### src/rtl/dmem_arbiter.sv
// dmem_arbiter: shares one data-memory BRAM (write port A, read port B,
// common address/mask) between the CPU path (m0) and the debug reader (m1).
// Ports: clk, rst (async, active high); per master mN_req/we/addr/mask/wdata
// in, mN_gnt/rvalid/rdata out; BRAM side mem_we/re/addr/mask/wdata out,
// mem_rdata in (1-cycle latency).
// Default: fixed priority (m0 first) with a starvation guard for m1.
// Define DMEM_ARB_RR_EN for round-robin arbitration instead.
module dmem_arbiter #(
  parameter int ADDR_W   = 5,
  parameter int DATA_W   = 32,
  parameter int MAX_WAIT = 4
) (
  input  logic              clk,
  input  logic              rst,
  input  logic              m0_req,
  input  logic              m0_we,
  input  logic [ADDR_W-1:0] m0_addr,
  input  logic [3:0]        m0_mask,
  input  logic [DATA_W-1:0] m0_wdata,
  input  logic              m1_req,
  input  logic              m1_we,
  input  logic [ADDR_W-1:0] m1_addr,
  input  logic [3:0]        m1_mask,
  input  logic [DATA_W-1:0] m1_wdata,
  output logic              m0_gnt,
  output logic              m1_gnt,
  output logic              m0_rvalid,
  output logic              m1_rvalid,
  output logic [DATA_W-1:0] m0_rdata,
  output logic [DATA_W-1:0] m1_rdata,
  output logic              mem_we,
  output logic              mem_re,
  output logic [ADDR_W-1:0] mem_addr,
  output logic [3:0]        mem_mask,
  output logic [DATA_W-1:0] mem_wdata,
  input  logic [DATA_W-1:0] mem_rdata
);

  logic m1_wins;

`ifdef DMEM_ARB_RR_EN
  // 0 = m0 won last, 1 = m1 won last
  logic last_winner;

  assign m1_wins = ~m0_req | ~last_winner;

  always_ff @(posedge clk or posedge rst) begin
    if (rst) begin
      last_winner <= 1'b1;
    end else if (m0_gnt | m1_gnt) begin
      last_winner <= m1_gnt;
    end
  end
`else
  localparam logic [3:0] MAX_W = 4'(MAX_WAIT);

  logic [3:0] starve_cnt;

  // m1 is forced through once it has lost MAX_WAIT cycles in a row
  assign m1_wins = ~m0_req | (starve_cnt == MAX_W);

  always_ff @(posedge clk or posedge rst) begin
    if (rst) begin
      starve_cnt <= 4'd0;
    end else if (m1_req & ~m1_gnt) begin
      starve_cnt <= starve_cnt + 4'd1;
    end else begin
      starve_cnt <= 4'd0;
    end
  end
`endif

  assign m1_gnt = ~rst & m1_req & m1_wins;
  assign m0_gnt = ~rst & m0_req & ~m1_gnt;

  always_comb begin
    mem_we    = 1'b0;
    mem_re    = 1'b0;
    mem_addr  = '0;
    mem_mask  = '0;
    mem_wdata = '0;
    if (m0_gnt) begin
      mem_we    = m0_we;
      mem_re    = ~m0_we;
      mem_addr  = m0_addr;
      mem_mask  = m0_mask;
      mem_wdata = m0_wdata;
    end else if (m1_gnt) begin
      mem_we    = m1_we;
      mem_re    = ~m1_we;
      mem_addr  = m1_addr;
      mem_mask  = m1_mask;
      mem_wdata = m1_wdata;
    end
  end

  // Tags the read issued this cycle so its data returns to the right master
  logic              rd_vld;
  logic              rd_id;
  logic [DATA_W-1:0] hold0;
  logic [DATA_W-1:0] hold1;

  always_ff @(posedge clk or posedge rst) begin
    if (rst) begin
      rd_vld <= 1'b0;
      rd_id  <= 1'b0;
    end else begin
      rd_vld <= mem_re;
      rd_id  <= m1_gnt;
    end
  end

  assign m0_rvalid = rd_vld & ~rd_id;
  assign m1_rvalid = rd_vld & rd_id;

  always_ff @(posedge clk or posedge rst) begin
    if (rst) begin
      hold0 <= '0;
      hold1 <= '0;
    end else begin
      if (m0_rvalid) hold0 <= mem_rdata;
      if (m1_rvalid) hold1 <= mem_rdata;
    end
  end

  assign m0_rdata = m0_rvalid ? mem_rdata : hold0;
  assign m1_rdata = m1_rvalid ? mem_rdata : hold1;

endmodule

### config.mk
export PLATFORM = sky130hd
export DESIGN_NAME = dmem_arbiter
export DESIGN_NICKNAME = d
export VERILOG_FILES = /design/src/rtl/dmem_arbiter.sv
export SDC_FILE = /design/constraint.sdc
export NUM_CORES = 1
export LEC_CHECK = 0
export CAP_MARGIN = 15
export CORE_MARGIN = 2
export CORE_UTILIZATION = 31
export CTS_CLUSTER_SIZE = 10
export DETAILED_ROUTE_END_ITERATION = 7
export PLACE_DENSITY = 0.77
export SLEW_MARGIN = 20
export SYNTH_ARGS = -nofsm -noshare
export SYNTH_HDL_FRONTEND = slang
export SYNTH_SLANG_ARGS = --single-unit
export TNS_END_PERCENT = 50
### constraint.sdc
create_clock -name clk -period 5.6 [get_ports clk]
set_clock_uncertainty 0.05 [all_clocks]
set_input_delay 1.68 -clock clk [delete_from_list [all_inputs] [get_ports clk]]
set_output_delay 1.68 -clock clk [all_outputs]
set_load 0.05 [all_outputs]
==> impl_metrics.yaml, run 1 <==
timing:
  fmax_mhz: 195.0
  holdWs_ps: 447.8
  finalCriticalPeriod_ps: 5129
  worst_pin_slew_ps: 1058
  relSlewSlack_pct: 29.30
  hold_viol_final: 0
  slew_violations: 0
  finalSetupTns_ps: 0
  setup_violations: 0
  period_share_pct: 91.59
  rsz0062_at_grt: "no"
global_routing:
  grt_max_degree: 71
  grt-ovfl-total: 0
  first_global_vias: 2977
  antenna_found_initial: 0
  track_usage_pct: 17.84
  grt_pass1_wl_um: 15410
logic_synthesis:
  synth.yosys.seq_area_share_pct: 55.51
  synth-edff-count: 0
  ys_types: 19
  yosys-top-cells-count: "dfrtp_1 (70), mux2_2 (64), a22o_1 (40), buf_6 (9), inv_1 (7)"
  synthTopCellsByArea: "dfrtp_1 (56%), mux2_2 (23%), a22o_1 (11%)"
  synth_seq_cells: 70
  yosysMostFrequentCell: "dfrtp_1"
  synth_largest_area_cell: "dfrtp_1"
  synth_flop_cell: "dfrtp_1"
  syn_area_per_cell_um2: 14.68
  async_reset_ff_share_pct: 100.0
  yosys_warnings: 0
  synth_cells: 215
  syn_area_mm2: 0.003156
  synth_top_area_share_pct: 55.51
  synth_nets: 337
finish:
  fill_cells: 830
  fin_util_pct: 57.65
  area_delta_synth_final_pct: 79.38
  drive_gt1_share_pct: 30.51
  diodes: 0
  final_nets: 566
die:
  floorplan.initialDensity_pct: 32.14
  row_count: 36
  fp.dieW_um: 104.9
  die-area_mm2: 0.01100
  ios: 231
  core_mm2: 0.009819
  die-height_um: 104.9
detailed_routing:
  drt_pass1_iterations: 4
  drc: 0
  vias: 2725
  postRouteAntennaNets: 0
  drt_iter0_markers: 155
  vias_per_cell: 4.682
  routed_wl_um: 9812
  wire_per_inst_um: 16.86
critical_path:
  cp-start-kind: "primary input"
  required_ps: 3870
  arrival_ps: 3400
  endpoint_kind: "output pin"
  critical_path_class: "primary input to output pin"
  worstPathMaxFanout: 45
placed_design:
  numPortBuffers: 230
  dpl.hpwl_um: 7515
  globalplace.congestion: 0.9686
clock_tree:
  postCtsHoldBufs: 0
  insertion_delay_ps: 330
  cts_max_level: 3
  clk_pin_slew_ps: 70
  cts_resized: 0
  cts_buffers: 9
  cts_setup_buffers: 0
  tritoncts: "done"
  clockRootBuffer: "clkbuf_8"
  clock_path_buffers: 2
  clock-sinks: 70
job:
  drv_cap: 0
power:
  power_density_mw_per_mm2: 376.7
  peakVddDrop_uv: 243.8
  leakagePower_uw: 0.002448
min_path:
  hold_path_class: "flip-flop to flip-flop"
status:
  run_status: "complete, no violations"
layout by cell type, fill, tap and decap left out, drive strengths merged, types with 3 or more instances in the layout:
master / instances
clkdlybuf4s50: 185
dfrtp: 70
mux2: 64
buf: 49
a22o: 43
clkbuf: 10
inv: 7
and3: 4
clkinvlp: 3
area by class of cell:
type	count	area (µm²)	area share (%)
repair buffers	234	2232	39.43
well taps	133	166.4	2.940
clock buffers	10	137.6	2.431
inverters	7	30.03	0.5305
multi-input cells	122	1250	22.08
clock inverters	6	92.59	1.636
flip-flops and latches	70	1752	30.95
state kept, by name, summed over array words and instances, names as in the netlist:
register,flops
hold0,32
hold1,32
rd_vld,1
starve_cnt,4
rd_id,1
cell families after synthesis:
| group | synth area share (%) |
|---|---|
| flops | 55.51 |
| mux | 22.84 |
| compound gates | 13.28 |
| buf+inv | 5.115 |
| simple gates | 1.903 |
| xor+xnor | 0.5552 |
| fa+ha+maj | 0.7929 |
metrics by stage:
| stage | instances | cell area (µm²) | setup slack [ps] | total power, µW |
|---|---|---|---|---|
| floorplan | 215 | 3159 | 190.1 | 1324 |
| global placement | 566 | 5430 | 516.2 | 1676 |
| detailed placement | 566 | 5430 | 466.5 | 1695 |
| CTS | 582 | 5660 | 467.8 | 2159 |
| global route | 582 | 5660 | 380.6 | 2225 |
| finish | 582 | 5660 | 471.1 | 2132 |
critical path: stages:
cell	delay [ps]
clkdlybuf4s50_1	520
inv_1	100
a211oi_4	200
buf_4	440
a22o_1	240
buf_4	210
power breakdown:
part / switching, µW / total [µW] / leakage [µW] / internal, µW
Clock: 190 / 455 / 0.000109 / 265
Combinational: 647 / 1030 / 0.00151 / 387
Sequential: 26.8 / 643 / 0.000831 / 616
per-layer routing:
layer  global-route usage [%]  part of all wire [%]  vias up
li1                         -                     -     1253
met1                    22.04                    40     1333
met2                    30.10                    51      129
met3                    5.552                   6.9       10
met4                    4.952                   1.2        0
met5                        0                     0        -
worst paths after layout:
path,from,end,slack (ps),cells past startpoint
min in group asynchronous,rst,hold1[7],2050,3
setup / recovery,m1_req,mem_wdata[29],470,6
setup reg to reg,rd_id,hold1[1],3680,3
hold reg to reg,hold0[3],hold0[3],450,1
max in group asynchronous,rst,hold0[28],2900,3
hold / removal,hold0[3],hold0[3],450,1
(Power assumes the default switching activity.)
==> run 2: changes to the inputs <==
--- a/config.mk
+++ b/config.mk
@@ -15,4 +15,4 @@
 export SYNTH_ARGS = -nofsm -noshare
 export SYNTH_HDL_FRONTEND = slang
 export SYNTH_SLANG_ARGS = --single-unit
-export TNS_END_PERCENT = 50
+export TNS_END_PERCENT = 30
==> results of run 2 <==
Final layout, timing and power as in run 1 (identical DEF).
==> run 3: changes to the inputs <==
--- a/config.mk
+++ b/config.mk
@@ -6,7 +6,6 @@
 export NUM_CORES = 1
 export LEC_CHECK = 0
 export CAP_MARGIN = 15
-export CORE_MARGIN = 2
 export CORE_UTILIZATION = 31
 export CTS_CLUSTER_SIZE = 10
 export DETAILED_ROUTE_END_ITERATION = 7
==> impl_metrics.yaml, run 3 (same netlist as run 1, synthesis figures left out) <==
timing:
  period_share_pct: 91.98
  fmax_mhz: 194.1
  relSlewSlack_pct: 29.46
  hold_viol_final: 0
  worst_pin_slew_ps: 1056
  finalSetupTns_ps: 0
  setup_violations: 0
  rsz0062_at_grt: "no"
  finalCriticalPeriod_ps: 5151
  slew_violations: 0
  finalWorstSetupSlack_ps: 449.2
power:
  p_int_uw: 1257
  p_switching_uw: 878.6
  combPwrFrac_pct: 48.9
  p_sw_share_pct: 41.15
  power_density_mw_per_mm2: 376.9
  finalPower_uw: 2135
  seq_power_share_pct: 30.1
  clkPwrFrac_pct: 21.0
  peakVddDrop_uv: 156.6
  leakagePower_uw: 0.002456
min_path:
  hold_path_class: "flip-flop to flip-flop"
die:
  floorplan.initialDensity_pct: 32.14
  fp.dieW_um: 102.9
  ios: 231
  die-area_mm2: 0.01059
  core_mm2: 0.009819
  row_count: 36
  die-height_um: 102.9
clock_tree:
  cts_max_level: 3
  clock_path_buffers: 2
  tritoncts: "done"
  cts_resized: 0
  clk_pin_slew_ps: 70
  clockRootBuffer: "clkbuf_8"
  cts_setup_buffers: 0
  clock-sinks: 70
  postCtsHoldBufs: 0
  insertion_delay_ps: 340
  cts_buffers: 9
detailed_routing:
  drt_pass1_iterations: 4
  postRouteAntennaNets: 0
  routed_wl_um: 10630
  wire_per_inst_um: 18.24
  drt_iter0_markers: 43
  vias_per_cell: 4.698
  vias: 2739
  drc: 0
finish:
  fin_cells: 583
  reg_top3: "hold0 x32, hold1 x32, starve_cnt x4"
  area_delta_synth_final_pct: 79.54
  fin_util_pct: 57.70
  layout_commonest_cell: "clkdlybuf4s50_1"
  final_nets: 566
  drive_gt1_share_pct: 30.51
  mostFrequentLayoutCells: "clkdlybuf4s50_1 (185), dfrtp_1 (70), mux2_2 (64)"
status:
  run_status: "complete, no violations"
placed_design:
  numPortBuffers: 230
  globalplace.congestion: 0.8456
  placed_cells: 566
  dpl_worst_slack_ps: 460.7
  dpl.hpwl_um: 8376
global_routing:
  grt-ovfl-total: 0
  grt_max_degree: 71
  first_global_vias: 2828
  antenna_found_initial: 1
  track_usage_pct: 19.71
  grt_pass1_wl_um: 15090
critical_path:
  arrival_ps: 3420
  critical_path_class: "primary input to output pin"
  worstPathMaxFanout: 45
  required_ps: 3870
  cp-start-kind: "primary input"
  rrSetupSlack_ps: 3560
  endpoint_kind: "output pin"
job:
  drv_cap: 0
run 3: final cells by class:
class	instances	area [µm²]
Antenna cell	1	2.502
Fill cell	846	4154
Clock inverter	7	96.34
Inverter	7	30.03
Multi-Input combinational cell	122	1250
Sequential cell	70	1752
Tap cell	133	166.4
Clock buffer	9	123.9
Timing Repair Buffer	234	2245
run 3: per-stage QoR:
| stage | hold slack [ps] | cell area (µm²) |
|---|---|---|
| after floorplan | 515.1 | 3159 |
| after global placement | 427.5 | 5443 |
| after detailed placement | 432.9 | 5443 |
| after CTS | 450.6 | 5663 |
| after global routing | 457.5 | 5665 |
| final | 446.8 | 5665 |
run 3: worst max-delay path, stage by stage:
cell and delay (ps):
clkdlybuf4s50_1 520, inv_1 100, a211oi_4 200, buf_4 430, a22o_1 230, buf_4 220
run 3: power by group through the flow:
stage	Combinational [µW]	Clock, µW	Sequential, µW
after floorplan	681	0	644
after global placement	1040	0	648
after detailed placement	1050	0	655
after CTS	1050	462	645
after global routing	1080	487	655
final	1040	448	643
run 3: layer usage:
metal,GRT usage [%],vias up,part of all wire (%)
met2,35.18,145,53
met5,0,-,0
met1,20.96,1322,36
met3,5.831,20,7.9
met4,10.51,0,3.3
li1,-,1252,-
run 3: worst paths after layout:
path                                 end  depth (start not counted)  startpoint
max in group asynchronous      hold0[27]                          3         rst
hold / removal                 hold1[21]                          1   hold1[21]
setup / recovery           mem_wdata[28]                          6      m1_req
setup reg to reg               hold1[17]                          3       rd_id
hold reg to reg                hold1[21]                          1   hold1[21]
min in group asynchronous         rd_vld                          3         rst
